File: config.mk
export PLATFORM = sky130hd
export DESIGN_NAME = hazard_ctrl
export DESIGN_NICKNAME = d
export VERILOG_FILES = /design/src/rtl/hazard_ctrl.sv
export SDC_FILE = /design/constraint.sdc
export NUM_CORES = 1
export LEC_CHECK = 0
export CORE_MARGIN = 2
export CORE_UTILIZATION = 45
export DETAILED_ROUTE_END_ITERATION = 8
export PLACE_DENSITY_LB_ADDON = 0.25
export SLEW_MARGIN = 25
export SYNTH_ARGS = -nofsm -noshare
export SYNTH_HDL_FRONTEND = slang
export SYNTH_SLANG_ARGS = --single-unit
export TNS_END_PERCENT = 100
File: constraint.sdc
create_clock -name clk -period 6.6 [get_ports clk]
set_input_delay 1.32 -clock clk [delete_from_list [all_inputs] [get_ports clk]]
set_output_delay 1.32 -clock clk [all_outputs]
set_load 0.01 [all_outputs]
File: src/rtl/hazard_ctrl.sv
// ---------------------------------------------------------------------------
// hazard_ctrl
// Pipeline hazard controller for the 5-stage MIPS core. The forwarding unit
// resolves the dependences it can bypass. This block handles the rest:
//   - load-use stalls
//   - jump-register stalls, including the 2-cycle jr-after-load stall
//   - flushes on taken branches and jumps
//   - freezing the whole pipe while data memory is busy
// It also keeps saturating stall and flush event counters.
// The control outputs are combinational from the state and the inputs, so a
// stall takes effect in the same cycle the hazard becomes visible.
// ---------------------------------------------------------------------------
module hazard_ctrl #(
   parameter int CNT_W = 16
) (
   input  logic             clk,
   input  logic             reset,
   input  logic [4:0]       Rs1,
   input  logic [4:0]       Rt1,
   input  logic             UseRs1,
   input  logic             UseRt1,
   input  logic             Jump1,
   input  logic             JumpReg1,
   input  logic             RegWr2,
   input  logic             MemRead2,
   input  logic [4:0]       RegWrAddr2,
   input  logic             MemRead3,
   input  logic [4:0]       RegWrAddr3,
   input  logic             BranchTaken2,
   input  logic             MemBusy,
   output logic             PCWrite,
   output logic             IFIDWrite,
   output logic             IFIDFlush,
   output logic             IDEXFlush,
   output logic             PipeWrite,
   output logic [CNT_W-1:0] StallCount,
   output logic [CNT_W-1:0] FlushCount
);

   // RUN: normal operation. HOLD1: one more stall is owed after a jr-after-load.
   typedef enum logic [0:0] {
      ST_RUN   = 1'b0,
      ST_HOLD1 = 1'b1
   } state_t;

   localparam logic [CNT_W-1:0] CNT_MAX = {CNT_W{1'b1}};

   state_t           r_state;
   state_t           w_state_nxt;
   logic [CNT_W-1:0] r_stall_cnt;
   logic [CNT_W-1:0] r_flush_cnt;

   logic w_lu;        // load in EX feeds an operand of the ID instruction
   logic w_jh;        // jr/jalr target register still being produced
   logic w_jl;        // jr/jalr target produced by a load in EX: two stalls needed
   logic w_stall_inc;
   logic w_flush_inc;

   // Hazard detection terms. Register 0 never produces a hazard.
   always_comb begin
      w_lu = MemRead2 && (RegWrAddr2 != 5'd0) &&
             ((UseRs1 && (RegWrAddr2 == Rs1)) || (UseRt1 && (RegWrAddr2 == Rt1)));
      w_jh = JumpReg1 && (Rs1 != 5'd0) &&
             ((RegWr2 && (RegWrAddr2 == Rs1)) || (MemRead3 && (RegWrAddr3 == Rs1)));
      w_jl = JumpReg1 && MemRead2 && (RegWrAddr2 != 5'd0) && (RegWrAddr2 == Rs1);
   end

   // Next-state and pipeline controls. Priority is:
   //   reset > memory busy > taken branch > stall > jump.
   always_comb begin
      PCWrite     = 1'b1;
      IFIDWrite   = 1'b1;
      IFIDFlush   = 1'b0;
      IDEXFlush   = 1'b0;
      PipeWrite   = 1'b1;
      w_stall_inc = 1'b0;
      w_flush_inc = 1'b0;
      w_state_nxt = r_state;
      if (reset) begin
         PCWrite     = 1'b0;
         IFIDWrite   = 1'b0;
         PipeWrite   = 1'b0;
         IFIDFlush   = 1'b1;
         IDEXFlush   = 1'b1;
         w_state_nxt = ST_RUN;
      end else if (MemBusy) begin
         // Freeze everything; a pending HOLD1 is kept.
         PCWrite     = 1'b0;
         IFIDWrite   = 1'b0;
         PipeWrite   = 1'b0;
         w_state_nxt = r_state;
      end else if (BranchTaken2) begin
         // Wrong-path instructions in IF/ID and ID/EX are squashed.
         // Any owed stall is moot.
         IFIDFlush   = 1'b1;
         IDEXFlush   = 1'b1;
         w_flush_inc = 1'b1;
         w_state_nxt = ST_RUN;
      end else begin
         case (r_state)
            ST_HOLD1: begin
               // Second stall cycle of the jr-after-load sequence; hazards ignored.
               PCWrite     = 1'b0;
               IFIDWrite   = 1'b0;
               IDEXFlush   = 1'b1;
               w_stall_inc = 1'b1;
               w_state_nxt = ST_RUN;
            end
            ST_RUN: begin
               if (w_lu || w_jh) begin
                  PCWrite     = 1'b0;
                  IFIDWrite   = 1'b0;
                  IDEXFlush   = 1'b1;
                  w_stall_inc = 1'b1;
                  w_state_nxt = w_jl ? ST_HOLD1 : ST_RUN;
               end else if (Jump1 || JumpReg1) begin
                  // One-bubble jump penalty: drop the sequential fetch.
                  IFIDFlush   = 1'b1;
                  w_flush_inc = 1'b1;
                  w_state_nxt = ST_RUN;
               end else begin
                  w_state_nxt = ST_RUN;
               end
            end
            default: begin
               w_state_nxt = ST_RUN;
            end
         endcase
      end
   end

   // State register and saturating event counters.
   always_ff @(posedge clk) begin
      if (reset) begin
         r_state     <= ST_RUN;
         r_stall_cnt <= {CNT_W{1'b0}};
         r_flush_cnt <= {CNT_W{1'b0}};
      end else begin
         r_state <= w_state_nxt;
         if (w_stall_inc && (r_stall_cnt != CNT_MAX)) begin
            r_stall_cnt <= r_stall_cnt + CNT_W'(1);
         end else begin
            r_stall_cnt <= r_stall_cnt;
         end
         if (w_flush_inc && (r_flush_cnt != CNT_MAX)) begin
            r_flush_cnt <= r_flush_cnt + CNT_W'(1);
         end else begin
            r_flush_cnt <= r_flush_cnt;
         end
      end
   end

   assign StallCount = r_stall_cnt;
   assign FlushCount = r_flush_cnt;

endmodule

# Word-level counts from Yosys, hierarchy flattened
# Index checks and enable logic that the tools add are counted.
[totals] out_inout_bits=37 regBits=33 wordCells=56 input_bits=31
[classes] reduce_logical=19 n_addsub=2 n_mux=26 bitwise_logic=1 n_eq_ne=5
[ops] op="16-bit by 1-bit adder with 16-bit output (second input constant)" n=2
[ops] op="16-bit != test (second input constant)" n=2
[ops] op="1-bit two-way mux" n=23
[ops] op="5-bit == test" n=3
[ops] op="1-bit logical AND" n=13
[ops] op="5-bit nonzero test" n=2
[ops] op="1-bit one-hot mux with 2 select lines" n=3
[ops] op="1-bit logical OR" n=4
[ops] op="1-bit inverter" n=1

# Longest topological paths before layout
[logic_depth] word_depth=11 mapped_depth=8 mapped_depth_nobuf=8

# Least setup slack after synthesis
# Ideal clock, no wire load.
[synth_path] path_type="input port to output port" from="in Rs1[1]" to="out PCWrite" required_time_ns=5.280 path_stages=5 path_buffers=1 arrival_ns=2.897 setup_slack_ns=2.383 cell_sequence="or4_1 > o21a_1 > a221o_1 > a21oi_1 > buf_4"
[synth_between] elab_chain_cells=10 elab_cells_between_ends=17 classes_between="eq/ne: 2; mux: 5; reduce/logical: 10"
[synth_lines] element="start: declaration" line_no="18" source="input logic [4:0] Rs1,"
[synth_lines] element="5-bit == test, on equally long branches" line_no="62, 64"
[synth_lines] element="1-bit logical AND, on equally long branches" line_no="62, 64"
[synth_lines] element="1-bit logical OR, on equally long branches" line_no="62, 64"
[synth_lines] element="1-bit logical AND, on equally long branches" line_no="61, 63"
[synth_lines] element="1-bit logical OR *" line_no="110" source="if (w_lu || w_jh) begin"
[synth_lines] element="1-bit two-way mux *"
[synth_lines] element="1-bit one-hot mux with 2 select lines *"
[synth_lines] element="1-bit two-way mux * (3 in a row)"
[synth_lines] element="end: declaration" line_no="31" source="output logic PCWrite,"
# Every way passes the cells marked *; elsewhere a longest branch is shown, timed or not.

# Worst setup path in the final report
[layout_path] from="in RegWrAddr2[1]" to="out PCWrite"
[layout_between] elab_chain_cells=10 elab_cells_between_ends=17 classes_between="eq/ne: 2; mux: 5; reduce/logical: 10"
[layout_lines] element="start: declaration" line_no="26" source="input logic [4:0] RegWrAddr2,"
[layout_lines] element="5-bit == test, on equally long branches" line_no="62, 64"
[layout_lines] element="1-bit logical AND, on equally long branches" line_no="62, 64"
[layout_lines] element="1-bit logical OR, on equally long branches" line_no="62, 64"
[layout_lines] element="1-bit logical AND, on equally long branches" line_no="61, 63"
[layout_lines] element="1-bit logical OR *" line_no="110"
[layout_lines] element="1-bit two-way mux *" line_no="110"
[layout_lines] element="1-bit one-hot mux with 2 select lines *" line_no="100" source="case (r_state)"
[layout_lines] element="1-bit two-way mux *" line_no="92" source="end else if (BranchTaken2) begin"
[layout_lines] element="1-bit two-way mux *" line_no="86" source="end else if (MemBusy) begin"
[layout_lines] element="1-bit two-way mux *" line_no="79" source="if (reset) begin"
# Marked as above.

==> out/results.ini <==
[run_status]
status=completed

[clock_network]
holdBufCountCts=0
cts_made_buffers=5
cts_sinks=33
h-tree-depth=2
cts_setup_buffers=0
clk_pin_slew_worst_paths_ns=0.07
clockBufferDepth=2
cts-root-buf=clkbuf_8
clk_latency_ns=0.28
ctsResizeCount=0
cts_tree=yes

[finish]
fin_nets=349
stdcell_count=369
diodes=0
syn2layout_area_growth_pct=39.7
drive_gt1_frac=0.0631

[detailed_routing]
finalWirelength_um=5090
wl_met3_um=392
drc=0
routed.top_layer=met4
vias=2066
first_pass_iters=4
drtIter0Drc=104
via_per_inst=5.60
wl_per_cell_um=13.8
wl_met1_um=2420
antenna_left=0
route.met2.wl_um=2270

[timing]
period_share=0.784
fin_skew_ns=0.00297
whs_ns=0.496
worst_pin_slew_ns=0.709
drv_slew=0
relSlewSlack=0.525
tns_ns=0
finalSetupViolCount=0
period_needed_ns=5.18
fmax_ghz=0.193
rsz0062_at_grt=false
finalHoldViolCount=0

[floorplanning]
start_util=0.460
core_area_um2=4290
num_rows=24
pin_count=68
die_area_um2=4940
die_x_um=70.3
die-height_um=70.3

[logic_synthesis]
synthTopCellsByArea=dfxtp_1 33%, xnor2_1 6.6%, mux2_2 5.1%
netlist_area_um2=1980
ys_types=37
synth_commonest_cells=33 x dfxtp_1, 26 x nor2_1, 21 x nand2_1
syn-num-nets=283
synth_async_sr_flop_share=0
post-synth-top-count-cell=dfxtp_1
synth_warnings=0
synth_top_area_frac=0.334
synth_edf_count=0
ys_seq_area_frac=0.334
ys_seq_elements=33
synth_top_cell_by_area=dfxtp_1
synthCells=250
synth_top_flop_cell=dfxtp_1
avgSynthCellArea_um2=7.91

[grt]
grt_use_total=0.200
grt_max_degree=34
grt_antenna_before_repair=0
grt_pass1_vias=1881
global_route.overflow_total=0
grt_pass1_wl_um=8140

[pwr]
ir_drop_uv=105
p_leak_nw=0.890
powerDensity_nw_per_um2=150
p_total_uw=415

[worst_hold_path]
min_path_type=reg2reg

[placement]
place.port_buffers=67
gp_congestion=0.870
placed_cells=361
dp_hpwl_um=3810

[setup_path]
path_max_fanout=6
worstPathArrival_ns=3.86
endpoint_kind=output port
crit_required_ns=5.28
critPathKind=in2out
cp-start-kind=input pin

[run]
drv_cap=0

registers in the layout, indices dropped and copies added, names as in the netlist:
register / count
FlushCount: 16
StallCount: 16
r_state: 1
per-stage QoR:
step	setup WS (ns)	util	area, um^2
CTS	1.41	0.643	2760
floorplan	2.38	-	1980
detailed placement	1.42	0.625	2680
global route	1.27	0.643	2760
finish	1.42	0.643	2760
global placement	1.49	0.625	2680
layout make-up:
cell class / instances / area [um^2]
fillers: 392 / 1530
multi-input cells: 202 / 1260
repair buffers: 68 / 678
flip-flops and latches: 33 / 661
clock buffers: 8 / 80.1
well taps: 52 / 65.1
inverters: 6 / 22.5
power breakdown:
part           internal (mW)  switching [mW]
Sequential             0.201         0.00269
Combinational         0.0365          0.0294
Clock                 0.0749          0.0704
Total                  0.313           0.102
cell families (layout without fill, tap and decap cells):
logic type	after synthesis	after routing	synth area share
xor+xnor	20	20	0.0886
simple gates	121	121	0.322
buf+inv	15	82	0.0304
mux	10	10	0.0563
compound gates	49	49	0.156
fa+ha+maj	2	2	0.0127
flops	33	33	0.334
worst max-delay path, cell delays in order:
cell and delay (ns):
clkdlybuf4s50_1 0.48, or4_1 0.57, o21a_1 0.23, a221o_1 0.39, a21oi_1 0.27, clkdlybuf4s50_1 0.59
metal layers:
layer,global-route usage,vias to the layer above
li1,-,1047
met1,0.263,944
met2,0.324,73
met3,0.0491,2
met4,0.0598,0
met5,0,-
placed cells by master (no fill, tap or decap), types with 8 or more instances in the layout:
cell type,count
a21oi_1,20
xnor2_1,15
dfxtp_1,33
nand2_1,21
clkdlybuf4s50_1,67
or3_1,8
nor2_1,26
nor2b_1,9
or4_1,12
nand4_1,9
mux2_2,9
o31ai_1,8
nand3_1,15
path summary, 6_finish.rpt:
kind	from	end	slack (ns)	depth (start not counted)
worst max-delay path	RegWrAddr2[1]	PCWrite	1.42	6
worst min-delay path	StallCount[5]$_SDFFE_PP0P_	StallCount[5]$_SDFFE_PP0P_	0.50	2
worst max register to register	StallCount[4]$_SDFFE_PP0P_	StallCount[10]$_SDFFE_PP0P_	3.90	7
worst min register to register	StallCount[5]$_SDFFE_PP0P_	StallCount[5]$_SDFFE_PP0P_	0.50	2
No activity file was read; power rests on OpenSTA's default activity.
